File: src/rtl/fetch_controller_if.sv
// Fetch-side bus bundle: instruction-memory request/response, redirect input and decode handoff.
interface fetch_controller_if;
    logic        imem_req_valid;
    logic        imem_req_ready;
    logic [31:0] imem_req_addr;
    logic        imem_rsp_valid;
    logic [31:0] imem_rsp_data;
    logic        redirect_valid;
    logic [31:0] redirect_target;
    logic        if_valid;
    logic        if_ready;
    logic [31:0] if_instr;
    logic [31:0] if_pc;

    modport master (
        output imem_req_valid,
        input  imem_req_ready,
        output imem_req_addr,
        input  imem_rsp_valid,
        input  imem_rsp_data,
        input  redirect_valid,
        input  redirect_target,
        output if_valid,
        input  if_ready,
        output if_instr,
        output if_pc
    );

    modport slave (
        input  imem_req_valid,
        output imem_req_ready,
        input  imem_req_addr,
        output imem_rsp_valid,
        output imem_rsp_data,
        output redirect_valid,
        output redirect_target,
        input  if_valid,
        output if_ready,
        input  if_instr,
        input  if_pc
    );
endinterface

File: src/rtl/fetch_controller.sv
// Handshake-driven fetch sequencer: one outstanding imem request, redirect squashing, decode handoff.
// Optional FETCH_PERF_EN adds delivered-instruction and squash event counters.
module fetch_controller #(
    parameter logic [31:0] RESET_ADDR = 32'h0000_0000
) (
    input  logic              clk,
    input  logic              reset,
    fetch_controller_if.master bus
`ifdef FETCH_PERF_EN
    ,
    output logic [31:0]       perf_fetch_cnt,
    output logic [31:0]       perf_squash_cnt
`endif
);

    localparam int unsigned XLEN = 32;

    typedef enum logic [1:0] {
        ST_IDLE,
        ST_REQ,
        ST_WAIT,
        ST_HOLD
    } state_e;

    state_e            state_q, state_d;
    logic [XLEN-1:0]   pc_q, pc_d;
    logic              req_valid_q, req_valid_d;
    logic              if_valid_q, if_valid_d;
    logic [XLEN-1:0]   if_instr_q, if_instr_d;
    logic [XLEN-1:0]   if_pc_q, if_pc_d;
    logic              squash_q, squash_d;

    logic              redirect;
    logic [XLEN-1:0]   target_aligned;
    logic              req_hs;

    assign redirect       = bus.redirect_valid;
    assign target_aligned = {bus.redirect_target[XLEN-1:2], 2'b00};
    assign req_hs         = req_valid_q & bus.imem_req_ready;

    assign bus.imem_req_valid = req_valid_q;
    assign bus.imem_req_addr  = pc_q;
    // A redirect hides the held instruction in the same cycle so decode cannot take it.
    assign bus.if_valid       = if_valid_q & ~redirect;
    assign bus.if_instr       = if_instr_q;
    assign bus.if_pc          = if_pc_q;

    always_ff @(posedge clk or posedge reset) begin
        if (reset) begin
            state_q     <= ST_IDLE;
            pc_q        <= RESET_ADDR;
            req_valid_q <= 1'b0;
            if_valid_q  <= 1'b0;
            if_instr_q  <= '0;
            if_pc_q     <= '0;
            squash_q    <= 1'b0;
        end else begin
            state_q     <= state_d;
            pc_q        <= pc_d;
            req_valid_q <= req_valid_d;
            if_valid_q  <= if_valid_d;
            if_instr_q  <= if_instr_d;
            if_pc_q     <= if_pc_d;
            squash_q    <= squash_d;
        end
    end

    always_comb begin
        state_d    = state_q;
        pc_d       = pc_q;
        if_valid_d = if_valid_q;
        if_instr_d = if_instr_q;
        if_pc_d    = if_pc_q;
        squash_d   = squash_q;

        case (state_q)
            ST_IDLE: begin
                if (redirect) pc_d = target_aligned;
                state_d = ST_REQ;
            end
            ST_REQ: begin
                if (redirect) pc_d = target_aligned;
                // A request accepted together with a redirect is already stale.
                if (req_hs) begin
                    squash_d = redirect;
                    state_d  = ST_WAIT;
                end
            end
            ST_WAIT: begin
                if (redirect) begin
                    pc_d     = target_aligned;
                    squash_d = 1'b1;
                end
                if (bus.imem_rsp_valid) begin
                    if (squash_q || redirect) begin
                        squash_d = 1'b0;
                        state_d  = ST_REQ;
                    end else begin
                        if_instr_d = bus.imem_rsp_data;
                        if_pc_d    = pc_q;
                        if_valid_d = 1'b1;
                        state_d    = ST_HOLD;
                    end
                end
            end
            ST_HOLD: begin
                if (redirect) begin
                    pc_d       = target_aligned;
                    if_valid_d = 1'b0;
                    state_d    = ST_REQ;
                end else if (bus.if_ready) begin
                    pc_d       = pc_q + XLEN'(4);
                    if_valid_d = 1'b0;
                    state_d    = ST_REQ;
                end
            end
            default: state_d = ST_IDLE;
        endcase

        req_valid_d = (state_d == ST_REQ);
    end

`ifdef FETCH_PERF_EN
    logic [XLEN-1:0] fetch_cnt_q, fetch_cnt_d;
    logic [XLEN-1:0] squash_cnt_q, squash_cnt_d;
    logic            fetch_evt;
    logic            squash_evt;

    // Squash events: response dropped in WAIT, or held instruction discarded in HOLD.
    always_comb begin
        fetch_evt    = (state_q == ST_HOLD) & if_valid_q & ~redirect & bus.if_ready;
        squash_evt   = ((state_q == ST_WAIT) & bus.imem_rsp_valid & (squash_q | redirect))
                     | ((state_q == ST_HOLD) & redirect);
        fetch_cnt_d  = fetch_cnt_q + XLEN'(fetch_evt);
        squash_cnt_d = squash_cnt_q + XLEN'(squash_evt);
    end

    always_ff @(posedge clk or posedge reset) begin
        if (reset) begin
            fetch_cnt_q  <= '0;
            squash_cnt_q <= '0;
        end else begin
            fetch_cnt_q  <= fetch_cnt_d;
            squash_cnt_q <= squash_cnt_d;
        end
    end

    assign perf_fetch_cnt  = fetch_cnt_q;
    assign perf_squash_cnt = squash_cnt_q;
`endif

endmodule

File: src/flat_wrapper.sv
// flat-port wrapper written by rule: the top's interface ports become plain ports
module fetch_controller_flat 
#(
    parameter logic [31:0] RESET_ADDR = 32'h0000_0000
)
  (clk, reset, bus_imem_req_valid, bus_imem_req_ready, bus_imem_req_addr, bus_imem_rsp_valid, bus_imem_rsp_data, bus_redirect_valid, bus_redirect_target, bus_if_valid, bus_if_ready, bus_if_instr, bus_if_pc);
  fetch_controller_if bus_i ();
  input  logic clk;
  input  logic reset;
  output wire logic [$bits(bus_i.imem_req_valid)-1:0] bus_imem_req_valid;
  input wire logic [$bits(bus_i.imem_req_ready)-1:0] bus_imem_req_ready;
  output wire logic [$bits(bus_i.imem_req_addr)-1:0] bus_imem_req_addr;
  input wire logic [$bits(bus_i.imem_rsp_valid)-1:0] bus_imem_rsp_valid;
  input wire logic [$bits(bus_i.imem_rsp_data)-1:0] bus_imem_rsp_data;
  input wire logic [$bits(bus_i.redirect_valid)-1:0] bus_redirect_valid;
  input wire logic [$bits(bus_i.redirect_target)-1:0] bus_redirect_target;
  output wire logic [$bits(bus_i.if_valid)-1:0] bus_if_valid;
  input wire logic [$bits(bus_i.if_ready)-1:0] bus_if_ready;
  output wire logic [$bits(bus_i.if_instr)-1:0] bus_if_instr;
  output wire logic [$bits(bus_i.if_pc)-1:0] bus_if_pc;
  assign bus_imem_req_valid = bus_i.imem_req_valid;
  assign bus_i.imem_req_ready = bus_imem_req_ready;
  assign bus_imem_req_addr = bus_i.imem_req_addr;
  assign bus_i.imem_rsp_valid = bus_imem_rsp_valid;
  assign bus_i.imem_rsp_data = bus_imem_rsp_data;
  assign bus_i.redirect_valid = bus_redirect_valid;
  assign bus_i.redirect_target = bus_redirect_target;
  assign bus_if_valid = bus_i.if_valid;
  assign bus_i.if_ready = bus_if_ready;
  assign bus_if_instr = bus_i.if_instr;
  assign bus_if_pc = bus_i.if_pc;
  fetch_controller #(.RESET_ADDR(RESET_ADDR)) u_core (.clk(clk), .reset(reset), .bus(bus_i));
endmodule
File: config.mk
export PLATFORM = sky130hd
export DESIGN_NAME = fetch_controller_flat
export DESIGN_NICKNAME = d
export VERILOG_FILES = /design/src/rtl/fetch_controller_if.sv /design/src/rtl/fetch_controller.sv /design/src/flat_wrapper.sv
export SDC_FILE = /design/constraint.sdc
export NUM_CORES = 1
export LEC_CHECK = 0
export ABC_AREA = 1
export BUFFER_PORTS_ARGS = -buffer_cell sky130_fd_sc_hd__buf_2
export CAP_MARGIN = 20
export CORE_MARGIN = 5
export CORE_UTILIZATION = 40
export CTS_BUF_LIST = sky130_fd_sc_hd__clkbuf_4 sky130_fd_sc_hd__clkbuf_8
export DETAILED_ROUTE_END_ITERATION = 12
export GPL_ROUTABILITY_DRIVEN = 0
export PLACE_DENSITY = 0.66
export SYNTH_ARGS = -nofsm -noshare
export SYNTH_HDL_FRONTEND = slang
export SYNTH_SLANG_ARGS = --single-unit
File: constraint.sdc
create_clock -name clk -period 6.4 [get_ports clk]
set_input_delay 0.32 -clock clk [delete_from_list [all_inputs] [get_ports clk]]
set_output_delay 0.32 -clock clk [all_outputs]
set_load 0.02 [all_outputs]
==> impl_metrics.toml <==
[route]
num_vias = 4468
drt_pass1_iterations = 4
drtIter0Drc = 287
routed_wirelength_um = 13500
antenna_left = 0
avgViaCountPerCell = 4.77
drc = 0
avgRoutedWirePerCell_um = 14.4

[clock_tree]
postCtsSetupRepairBufs = 0
clk_pin_slew_ns = 0.09
clock_path_buffers = 2
htreeDepth = 3
cts_made_buffers = 9
clock-sinks = 97
cts-root-buf = "clkbuf_8"
cts_resized = 0
cts_tree = "built"
insertion_delay_ns = 0.38
hold_buffers = 0

[sta]
setup_violations = 0
fin_crit_sh_pct = 39.2
relSlewSlack_pct = 35.5
finalCriticalPeriod_ns = 2.51
fin_skew_ns = 0.0132
whs_ns = 0.0239
timing.setup.tns_ns = 0
clock.fmax_ghz = 0.399
hold_violations = 0
maxSlewViolCount = 0
rsz0062_at_grt = "no"
max_slew.worst_pin.slew_ns = 0.967

[global_routing]
grt_usage_pct = 19.3
grt_pass1_wl_um = 22200
antenna_found_initial = 0
grt_start_max_net_pins = 92
overflow = 0
grt_pass1_vias = 4478

[layout]
fillers = 1193
area_growth_pct = 23.4
finalNetCount = 856
drive_gt1_share_pct = 26.3
multiInputGateArea_sq_um = 2050
regArea_sq_um = 2430
num_antenna_cells = 0

[synthesis]
netlist_area_sq_um = 4800
yosysWarnings = 0
synth_seq_cells = 97
syn_inst = 635
async_reset_ff_share_pct = 100
synth_cell_types = 32
synth_top_area_share_pct = 50.5
synth_top_area_cell = "dfrtp_1"
ys_top_cells_by_area = "dfrtp_1 51%, nand2_1 20%, nor2_1 5.7%"
synth_edf_count = 0
synth-main-ff-cell = "dfrtp_1"
avgSynthCellArea_sq_um = 7.56
synth_seq_area_share_pct = 50.5

[worst_setup_path]
setup.worst_path.class = "reg2reg"
cp.required_ns = 6.63
cp_data_arrival_time_ns = 2.74
worstSetupEndpointType = "flip-flop"
critPathLaunchType = "flip-flop"
crit_path_cell_trace = "inv_1 > nand2_1 > inv_2 > nand3_4 > inv_2 > nor3_1"
cp_slowest_cell = "inv_2"
r2r_slack_ns = 3.89
cp_max_fo = 91
cpMostUsedCell = "inv_2"
critPathMaxStageDelay_ns = 0.82

[floorplanning]
die_w_um = 120
start_util_pct = 40.3
die_area_sq_um = 14300
fp.dieH_um = 120
std_cell_rows = 40
coreArea_sq_um = 11900
ioPinCount = 168

[placed_design]
dpl.hpwl_um = 9710
port_buffers = 161

[power_and_ir_drop]
power_density_nw_per_um2 = 395
irDropWorstVdd_mv = 0.174
cellLeakagePower_nw = 3.27
power_mw = 2.34

[flow_run]
maxCapViolations = 0

[outcome]
status = "complete, no violations"

[worst_hold_path]
hp-class = "in2async"
-- metrics by stage --
stage                     setup slack (ns)  util [%]  area [sq um]  instances
after floorplan                       3.55         -          4810        638
after global placement                3.86      47.6          5670        921
after detailed placement              3.80      47.6          5670        921
after CTS                             3.89      49.8          5930        937
after global routing                  3.59      49.8          5930        937
final                                 3.89      49.8          5930        937
-- where the power goes --
group	internal, mW	switching, mW
Clock	0.292	0.223
Combinational	0.281	0.594
Sequential	0.809	0.141
Total	1.38	0.958
-- cells in the final DEF, fill, tap and decap left out, types with 6 or more instances in the layout --
master    instances
a21oi_1           9
buf_2           161
clkbuf_8         12
dfrtp_1          97
inv_1            44
inv_2             6
nand2_1         250
nand3_1          34
nor2_1           73
nor2_2            8
nor2_4            7
nor3_1            6
o21ai_0          38
o22ai_1           9
-- worst paths after layout --
| kind | from | endpoint | depth (start not counted) |
|---|---|---|---|
| setup / recovery | u_core.state_q[0]$_DFF_PP0_ | u_core.bus.imem_req_valid$_DFF_PP0_ | 6 |
| hold reg to reg | u_core.bus.if_instr[22]$_DFFE_PP0P_ | u_core.bus.if_instr[22]$_DFFE_PP0P_ | 2 |
| min in group clk | bus_imem_rsp_data[22] | u_core.bus.if_instr[22]$_DFFE_PP0P_ | 3 |
| hold / removal | reset | u_core.bus.if_instr[11]$_DFFE_PP0P_ | 2 |
| max in group asynchronous | reset | u_core.bus.imem_req_addr[22]$_DFFE_PP0P_ | 3 |
| setup reg to reg | u_core.state_q[0]$_DFF_PP0_ | u_core.bus.imem_req_valid$_DFF_PP0_ | 6 |
-- flip-flops by register name, indices dropped and copies added, names as in the netlist --
name	count
u_core.bus.if_instr	32
u_core.bus.if_pc	30
u_core.bus.imem_req_addr	30
u_core.bus.imem_req_valid	1
u_core.if_valid_q	1
u_core.squash_q	1
u_core.state_q	2
-- cell type report --
type / instances / share of cell area (%)
clock buffers: 12 / 2.79
inverters: 51 / 3.27
flip-flops and latches: 97 / 40.9
clock inverters: 4 / 1.65
well taps: 147 / 3.10
multi-input cells: 464 / 34.5
repair buffers: 162 / 13.7
-- cell usage after synthesis, types with 2 or more instances --
cell type	n
nand2_1	250
dfrtp_1	97
nor2_1	73
inv_1	45
o21ai_0	38
nand3_1	34
a21oi_1	9
buf_4	9
o22ai_1	9
clkbuf_1	8
nor2_2	8
buf_2	7
nor2_4	7
inv_2	6
nor3_1	6
nand2_2	4
o21ai_1	4
xor2_1	4
and2_1	2
buf_6	2
nand4_1	2
-- kinds of logic after synthesis --
| logic type | Yosys count | synth area share, % |
|---|---|---|
| buf+inv | 77 | 7.22 |
| fa+ha+maj | 1 | 0.261 |
| simple gates | 390 | 33.9 |
| xor+xnor | 4 | 0.729 |
| flops | 97 | 50.5 |
| other cells | 1 | 0.0781 |
| compound gates | 65 | 7.24 |
-- layer usage --
layer	track usage, %	share of wire [%]	up-vias
li1	-	-	2273
met1	24.7	46	2034
met2	31.4	45	144
met3	5.04	7.3	17
met4	7.52	2.0	0
met5	0	0	-
-- worst max-delay path: cells and delay by family, from the launching register on --
kind,cells,cell delay (ns)
flip-flops,1,0.39
AND/OR/NAND/NOR,3,0.91
buffers and inverters,3,0.97
No activity file was read; power rests on OpenSTA's default activity.
